$ cat config.mk
export PLATFORM = sky130hd
export DESIGN_NAME = data_mem_access
export DESIGN_NICKNAME = d
export VERILOG_FILES = /design/src/rtl/data_mem_access_pkg.sv /design/src/rtl/dmem_timeout_cnt.sv /design/src/rtl/data_mem_access.sv
export SDC_FILE = /design/constraint.sdc
export NUM_CORES = 1
export LEC_CHECK = 0
export ABC_AREA = 1
export CORE_MARGIN = 1
export CORE_UTILIZATION = 44
export DETAILED_ROUTE_END_ITERATION = 6
export GPL_TIMING_DRIVEN = 0
export HOLD_SLACK_MARGIN = 0.15
export PLACE_DENSITY = 0.85
export SLEW_MARGIN = 30
export SYNTH_ARGS = -nofsm -noshare
export SYNTH_HDL_FRONTEND = slang
export SYNTH_SLANG_ARGS = --single-unit
$ cat constraint.sdc
create_clock -name clk -period 2.1 [get_ports clk]
set_input_delay 0.21 -clock clk [delete_from_list [all_inputs] [get_ports clk]]
set_output_delay 0.21 -clock clk [all_outputs]
set_load 0.05 [all_outputs]
$ cat src/rtl/data_mem_access_pkg.sv
// Shared encodings and constants for the data-memory access stage.
package data_mem_access_pkg;

  typedef enum logic [1:0] {
    IDLE   = 2'd0,
    ACCESS = 2'd1,
    DONE   = 2'd2
  } dma_state_e;

  // Read data returned when an access is abandoned on timeout.
  localparam logic [15:0] MEM_ERR_DATA = 16'hFFFF;

  // Working-register select in the register bank, for the decoder.
  localparam logic [5:0]  SEL_W        = 6'd34;

endpackage

$ cat src/rtl/dmem_timeout_cnt.sv
// Ack-wait counter; tc_o flags the TIMEOUT-th consecutive enabled cycle.
module dmem_timeout_cnt #(
  parameter int TIMEOUT = 16
) (
  input  logic clk,
  input  logic nreset,
  input  logic clr_i,
  input  logic en_i,
  output logic tc_o
);

  localparam logic [7:0] TC_VAL = 8'(TIMEOUT - 1);

  logic [7:0] cnt_q, cnt_d;

  always_comb begin
    cnt_d = cnt_q;
    if (clr_i)     cnt_d = '0;
    else if (en_i) cnt_d = cnt_q + 8'd1;
  end

  always_ff @(posedge clk) begin
    if (!nreset) cnt_q <= '0;
    else         cnt_q <= cnt_d;
  end

  assign tc_o = en_i & (cnt_q == TC_VAL);

endmodule

$ cat src/rtl/data_mem_access.sv
// Converts decoder MR/MW levels into an ack handshake with the data RAM,
// returning read data to the register bank via a one-cycle MR strobe.
module data_mem_access
  import data_mem_access_pkg::*;
#(
  parameter int ADDR_W  = 16,
  parameter int DATA_W  = 16,
  parameter int TIMEOUT = 16
) (
  input  logic              clk,
  input  logic              nreset,
  input  logic              MR,
  input  logic              MW,
  input  logic [ADDR_W-1:0] Addr,
  input  logic [DATA_W-1:0] W_IN,
  output logic [DATA_W-1:0] W_MEM_IN,
  output logic              MR_bank,
  output logic              stall,
  output logic              mem_err,
  output logic              mem_req,
  output logic              mem_we,
  output logic [ADDR_W-1:0] mem_addr,
  output logic [DATA_W-1:0] mem_wdata,
  input  logic [DATA_W-1:0] mem_rdata,
  input  logic              mem_ack
);

  dma_state_e        state_q;
  logic              mem_req_q, mem_we_q, mr_bank_q, mem_err_q;
  logic [ADDR_W-1:0] mem_addr_q;
  logic [DATA_W-1:0] mem_wdata_q, w_mem_q;
  logic              cnt_en, cnt_clr, cnt_tc;

  assign cnt_en  = (state_q == ACCESS) & ~mem_ack;
  assign cnt_clr = (state_q != ACCESS);

  dmem_timeout_cnt #(.TIMEOUT(TIMEOUT)) u_tmo (
    .clk    (clk),
    .nreset (nreset),
    .clr_i  (cnt_clr),
    .en_i   (cnt_en),
    .tc_o   (cnt_tc)
  );

  always_ff @(posedge clk) begin
    if (!nreset) begin
      state_q     <= IDLE;
      mem_req_q   <= 1'b0;
      mem_we_q    <= 1'b0;
      mem_addr_q  <= '0;
      mem_wdata_q <= '0;
      w_mem_q     <= '0;
      mr_bank_q   <= 1'b0;
      mem_err_q   <= 1'b0;
    end else begin
      mr_bank_q <= 1'b0;
      case (state_q)
        IDLE: begin
          if (MR ^ MW) begin
            mem_addr_q  <= Addr;
            mem_wdata_q <= W_IN;
            mem_we_q    <= MW;
            mem_req_q   <= 1'b1;
            state_q     <= ACCESS;
          end else if (MR & MW) begin
            mem_err_q <= 1'b1;
          end
        end
        ACCESS: begin
          if (mem_ack) begin
            mem_req_q <= 1'b0;
            state_q   <= DONE;
            if (!mem_we_q) begin
              w_mem_q   <= mem_rdata;
              mr_bank_q <= 1'b1;
            end
          end else if (cnt_tc) begin
            mem_req_q <= 1'b0;
            mem_err_q <= 1'b1;
            state_q   <= DONE;
            if (!mem_we_q) begin
              w_mem_q   <= DATA_W'(MEM_ERR_DATA);
              mr_bank_q <= 1'b1;
            end
          end
        end
        // Requests still held here belong to the retiring instruction.
        DONE:    state_q <= IDLE;
        default: state_q <= IDLE;
      endcase
    end
  end

  // Low in DONE so the bank write-enable captures W_MEM_IN at its end.
  assign stall = (state_q == ACCESS) | ((state_q == IDLE) & (MR ^ MW));

  assign W_MEM_IN  = w_mem_q;
  assign MR_bank   = mr_bank_q;
  assign mem_err   = mem_err_q;
  assign mem_req   = mem_req_q;
  assign mem_we    = mem_we_q;
  assign mem_addr  = mem_addr_q;
  assign mem_wdata = mem_wdata_q;

endmodule

**Word level (Yosys, flattened, before mapping)**

Cells that the tools add are included.

- Flip-flop bits (word level): 62
- Bits of input ports: 53
- Output and inout port bits: 53
- Logic and storage cells: 58

- Add/subtract/negate cells: 1
- Eq/ne operators: 9
- Mux-type cells: 20
- Bitwise gates (word level): 9
- Reductions and logical operators: 10

Operator list:

| kind | number |
|---|---|
| $mux W16 | 4 |
| $mux W1 | 10 |
| $add A8 B1 Y8 const B | 1 |
| $eq A8 B4 Y1 const B | 1 |
| $ne A2 B2 Y1 const B | 4 |
| $mux W2 | 3 |
| $reduce_and A2 Y1 | 3 |
| $reduce_and A3 Y1 | 2 |
| $reduce_and A5 Y1 | 1 |
| $and A1 B1 Y1 | 4 |
| $ne A2 B1 Y1 const B | 2 |
| $pmux W1 S2 | 2 |
| $pmux W2 S2 | 1 |
| $reduce_bool A2 Y1 | 2 |
| $ne A3 B3 Y1 const B | 1 |
| $not A1 Y1 | 3 |
| $eq A2 B1 Y1 const B | 1 |
| $logic_not A2 Y1 | 1 |
| $reduce_or A2 Y1 | 1 |
| $or A1 B1 Y1 | 1 |
| $xor A1 B1 Y1 | 1 |

**Depth between registers and ports, before layout**

Gate-level depths: netlist (run 1).

- Word-level depth: 6
- Depth in mapped cells: 8
- Mapped depth without buffers: 7

**By module**

Synthesis (run 1) repeated with hierarchy kept, for this count alone.

- Cell total of the unflattened synthesis: 366
- Area, all modules: 2603.7 µm²

By module, submodules not included:

| module | instances | cells an instance | area each (µm²) | seq. area each (µm²) |
|---|---|---|---|---|
| data_mem_access | 1 | 309 | 2204.6 | 1081.0 |
| dmem_timeout_cnt | 1 | 57 | 399.1 | 160.2 |

**Least setup slack after synthesis (run 1)**

Ideal clock, no wire load.

- Path type: input port to flip-flop
- Start point: input port MR
- End point: register mem_req_q, in the netlist mem_req
- Setup time: 70 ps
- Arrival time: 1341 ps
- Data required time: 2030 ps
- Path slack: 689 ps
- Stages on the path: 6
- Cells stage by stage: ha_1 -> nand2_1 -> nand2_1 -> nand2_1 -> nand2_1 -> a21oi_1

- Cells in the longest elaborated chain, start to end: 3

RTL lines:

| element | RTL line | RTL |
|---|---|---|
| from (decl) | data_mem_access.sv:12 | `input logic MR,` |
| $xor A1 B1 Y1 | data_mem_access.sv:59 | `if (MR ^ MW) begin` |
| $ne A2 B1 Y1 (no source line) | -- |  |
| $reduce_and A3 Y1 (no source line) | -- |  |
| to (signal assigned) | data_mem_access.sv:63 | `mem_req_q <= 1'b1;` |
| to (signal assigned) | data_mem_access.sv:71 | `mem_req_q <= 1'b0;` |
| to (signal assigned) | data_mem_access.sv:78 | `mem_req_q <= 1'b0;` |
| to (decl) | data_mem_access.sv:29 | `logic mem_req_q, mem_we_q, mr_bank_q, mem_err_q;` |

Every way passes these cells.
A chain may end at the register's enable or synchronous reset.

**Worst setup path in the final report (run 1)**

- Start point: register mem_we_q, in the netlist mem_we
- End point: output port mem_we

RTL lines:

| element | RTL line | RTL |
|---|---|---|
| from (decl) | data_mem_access.sv:29 |  |
| from (signal assigned) | data_mem_access.sv:49 | `mem_we_q <= 1'b0;` |
| from (signal assigned) | data_mem_access.sv:62 | `mem_we_q <= MW;` |
| to (decl) | data_mem_access.sv:21 | `output logic mem_we,` |

No word-level cell between the ends.

==> flow_summary.ini, run 1 <==
[routing]
routed_wl_um = 6230
ant_nets = 0
wl_per_cell_um = 12.8
drt_iter0_markers = 129
dr.pass1.iters = 4
vias = 2337
via_per_inst = 4.80
drc_errors = 0

[logic_synthesis]
yosys_register_bits = 62
synth_nets = 355
synth.cell_area_um2 = 2310
synth_cells = 300
netlist-cell-type-count = 21
synthTopCellsByArea = dfxtp_1 (54%), nor2_1 (13%), o21ai_0 (12%)
yosysTopAreaCell = dfxtp_1
yosys_warnings = 0
yosysSeqAreaShare = 0.538
avgSynthCellArea_um2 = 7.69
yosysTopAreaCellShare = 0.538
synth-edff-count = 0
synthTopCellsByCount = nor2_1 (81), dfxtp_1 (62), o21ai_0 (53)
ys.flop_type = dfxtp_1
synth_most_common_cell = nor2_1
async_flop_share = 0

[clocking]
clock-root-buffer = clkbuf_8
cts_setup_buffers = 0
insertion_delay_ps = 340
clk_path_buf_depth = 2
clkTransAtPathRegs_ps = 70
cts_tree = built
numCtsBuffers = 9
cts.sinks = 62
ctsHoldBuffers = 0
htree_levels = 3

[place]
postPlaceCellArea_um2 = 3440
place.gp.congestion = 0.824
dp_hpwl_um = 4650
dpl.cell_count = 472
io_buffers = 105

[floorplan]
row_count = 25
initial_utilization = 0.473
dieArea_um2 = 5530
die_width_um = 74.4
core_um2 = 4880
ioPinCount = 106
die_y_um = 74.4

[status]
status = completed

[power_and_ir_drop]
clockPowerShare = 0.323
internal-power_uw = 2280
p_total_uw = 3390
ir_drop_mv = 0.522
comb_power_share = 0.280
p_sw_uw = 1110
leakage_uw = 0.00144
sw_frac_of_total = 0.327
powerDensity_nw_per_um2 = 931
p_seq_frac = 0.396

[finish]
nNetsFinal = 471
drive_gt1_frac = 0.0643
finalNonFillerCells = 487
num-fill-cells = 388
fin_area_um2 = 3640
area_growth_pct = 57.8
diodes = 0

[timing]
fin_crit_sh = 0.869
relSlewSlack = 0.641
finalCriticalPeriod_ps = 1820
rsz0062_at_grt = false
fmax_ghz = 0.548
setup_tns_ps = 0
finalMaxSlewViolations = 0
fin_skew_ps = 6.11
tightest_slew_ps = 537
finalSetupViolCount = 0
finalHoldViolCount = 0

[critical_path]
critPathSlowestCell = clkdlybuf4s50_1
cp-start-kind = flop
critPathMaxFanout = 3
critPathKind = reg -> out
crit_path_end_kind = primary output
worstPathArrival_ps = 1610
cp_num_buf_inv = 1
crit_chain = clkdlybuf4s50_1
critPathMaxStageDelay_ps = 860
crit_family = buffers and inverters
required_ps = 1890

[global_routing]
grt_overflow = 0
grt_start_max_net_pins = 11
grt.total_usage = 0.229
antenna_found_initial = 0
grt_pass1_wl_um = 9340
grt_pass1_vias = 2124

[job]
drv_cap = 0

[worst_hold_path]
hp-class = reg -> reg
-- what timing repair did --
item | CTS | global route
cloned | 0 | 0
resized for setup | 1 | 2
pin swaps | 0 | 0
endpoints found under the setup margin | 1 | 1
-- routing by layer --
layer / wire length (um) / vias to the layer above / track usage
li1: - / 1184 / -
met1: 2430 / 1049 / 0.245
met2: 3130 / 91 / 0.405
met3: 521 / 13 / 0.0664
met4: 148 / 0 / 0.126
met5: 0 / - / 0
-- power by group through the flow --
stage	Combinational [uW]	Clock [uW]	Sequential, uW
3_5_place_dp	951	0	1370
3_3_place_gp	932	0	1360
2_1_floorplan	226	0	1720
5_1_grt	1010	1160	1350
6_report	950	1090	1340
4_1_cts	955	1110	1340
-- worst paths after layout --
check                           cells after the start  slack (ps)            to           start
worst max-delay path                                1         280        mem_we          mem_we
worst min register to register                      2         450  W_MEM_IN[12]    W_MEM_IN[12]
worst min-delay path                                2         450  W_MEM_IN[12]    W_MEM_IN[12]
worst max register to register                      8         680  W_MEM_IN[13]  u_tmo.cnt_q[0]
-- cells by family (layout without fill, tap and decap cells) --
| family | count (synthesis) | after routing | synth area share |
|---|---|---|---|
| buffers and inverters | 43 | 163 | 0.0754 |
| AO/OA/AOI/OAI | 76 | 76 | 0.165 |
| XOR/XNOR | 1 | 1 | 0.00380 |
| adder cells (fa/ha/maj) | 2 | 2 | 0.0109 |
| AND/OR/NAND/NOR | 116 | 116 | 0.207 |
| flip-flops | 62 | 62 | 0.538 |
-- sequential cells by signal, indices dropped and copies added (netlist names) --
register     count
mem_wdata       16
u_tmo.cnt_q      8
mem_err          1
MR_bank          1
mem_req          1
mem_addr        16
W_MEM_IN        16
state_q          2
mem_we           1
-- metrics by stage --
stage,utilization,hold slack (ps),worst slack (ps)
after floorplan,-,366,689
after global placement,0.705,436,-247
after detailed placement,0.705,439,-241
after CTS,0.746,449,46.0
after global routing,0.746,469,211
final,0.746,447,275
-- cell type report --
type | count | area (um2) | share of cell area
Clock inverter | 5 | 75.1 | 0.0206
Sequential cell | 62 | 1240 | 0.341
Clock buffer | 10 | 128 | 0.0351
Timing Repair Buffer | 105 | 1050 | 0.287
Inverter | 30 | 113 | 0.0309
Buffer | 13 | 61.3 | 0.0169
Multi-Input combinational cell | 195 | 891 | 0.245
Tap cell | 67 | 83.8 | 0.0230
-- cell usage in the layout (no fill, tap or decap), types with 4 or more instances in the layout --
cell	netlist	routed
nor3_1	4	4
a21oi_1	23	23
inv_1	29	29
o21ai_0	53	53
nor2_1	81	81
nand2_1	21	21
dfxtp_1	62	62
clkbuf_1	8	9
clkdlybuf4s50_1	0	104
clkbuf_8	0	9
No activity file was read; power rests on OpenSTA's default activity.
==> run 2, diff against run 1 <==
CORE_UTILIZATION = 41   (was 44)
GPL_TIMING_DRIVEN = not set   (was 0)
PLACE_DENSITY = 0.8   (was 0.85)
clock period = 1.9 ns   (was 2.1 ns; I/O delays follow)
==> run 2 against run 1 <==
Critical path depth did not move. Via count is 1.3% lower. Worst setup slack got worse by 150 ps. Largest cell class unchanged. Highest routed layer unchanged.
==> flow_summary.ini, run 2 (synthesized netlist as in run 1, its figures left out) <==
[finish]
nNetsFinal = 462
seq_area_um2 = 1240
layout_common_cells = clkdlybuf4s50_1 (104), nor2_1 (81), dfxtp_1 (62)
drive_gt1_frac = 0.0655
diodes = 0
layout_commonest_cell = clkdlybuf4s50_1
area_growth_pct = 57.7
num-fill-cells = 465
fin_util = 0.690
multiInputGateArea_um2 = 891

[timing]
setup_tns_ps = 0
fin_skew_ps = 3.37
tightest_slew_ps = 537
finalHoldViolCount = 0
fmax_ghz = 0.564
fin_crit_sh = 0.933
fin_ws_ps = 126
finalSetupViolCount = 0
relSlewSlack = 0.641
whs_ps = 447
rsz0062_at_grt = false
finalCriticalPeriod_ps = 1770
finalMaxSlewViolations = 0

[critical_path]
crit_family = buffers and inverters
critPathMaxFanout = 3
worstPathArrival_ps = 1580
crit_chain = clkdlybuf4s50_1
cp_num_buf_inv = 1
critPathKind = reg -> out
crit_path_end_kind = primary output
critPathMaxStageDelay_ps = 860
critPathSlowestCell = clkdlybuf4s50_1
required_ps = 1710
cp-start-kind = flop

[routing]
vias = 2306
drt_iter0_markers = 108
routed_wl_um = 5970
dr.pass1.iters = 4
ant_nets = 0
via_per_inst = 4.78
wl_per_cell_um = 12.4
drc_errors = 0

[power_and_ir_drop]
ir_drop_mv = 0.630
powerDensity_nw_per_um2 = 1020
leakage_uw = 0.00144

[status]
status = completed

[worst_hold_path]
hp-class = reg -> reg

[place]
place.gp.congestion = 0.737
dpl_worst_slack_ps = 173
io_buffers = 105
dp_hpwl_um = 4200

[clocking]
ctsHoldBuffers = 0
clkTransAtPathRegs_ps = 60
cts_resized = 0
cts_tree = built
numCtsBuffers = 9
insertion_delay_ps = 320
htree_levels = 3
cts.sinks = 62
cts_setup_buffers = 0
clk_path_buf_depth = 2
clock-root-buffer = clkbuf_8

[global_routing]
grt_start_max_net_pins = 50
grt_overflow = 0
grt.total_usage = 0.216
grt_pass1_wl_um = 9910
antenna_found_initial = 0
grt_pass1_vias = 2159

[floorplan]
ioPinCount = 106
die_width_um = 77.0
row_count = 26
die_y_um = 77.0
core_um2 = 5270
dieArea_um2 = 5930
initial_utilization = 0.438

[job]
drv_cap = 0
[run 2: metrics by stage]
step           std cells  power [uW]  instance area (um2)
3_5_place_dp         466        2570                 3440
5_1_grt              482        3880                 3640
4_1_cts              482        3730                 3640
3_3_place_gp         466        2560                 3440
6_report             482        3690                 3640
2_1_floorplan        300        2150                 2310
[run 2: cell type report]
| type | count | share of cell area |
|---|---|---|
| Sequential cell | 62 | 0.341 |
| Tap cell | 70 | 0.0241 |
| Timing Repair Buffer | 109 | 0.304 |
| Clock inverter | 4 | 0.0124 |
| Inverter | 30 | 0.0310 |
| Multi-Input combinational cell | 195 | 0.245 |
| Clock buffer | 12 | 0.0427 |
[run 2: path summary, 6_finish.rpt]
path          startpoint  cells past startpoint  slack, ps     endpoint
min reg2reg  W_MEM_IN[9]                      2        450  W_MEM_IN[9]
min          W_MEM_IN[9]                      2        450  W_MEM_IN[9]
max               mem_we                      1        130       mem_we
max reg2reg   state_q[0]                      5        460  W_MEM_IN[5]
[run 2: power breakdown]
part | switching (uW) | internal [uW] | total, uW
Combinational | 668 | 392 | 1060
Sequential | 64.1 | 1420 | 1480
Clock | 477 | 671 | 1150
Total | 1210 | 2480 | 3690
[run 2: metal layers]
layer  track usage  vias up  part of all wire
met1         0.246     1036              0.42
met5             0        -                 0
met4        0.0849        0             0.010
met3        0.0726        6             0.081
met2         0.371       96              0.49
li1              -     1168                 -
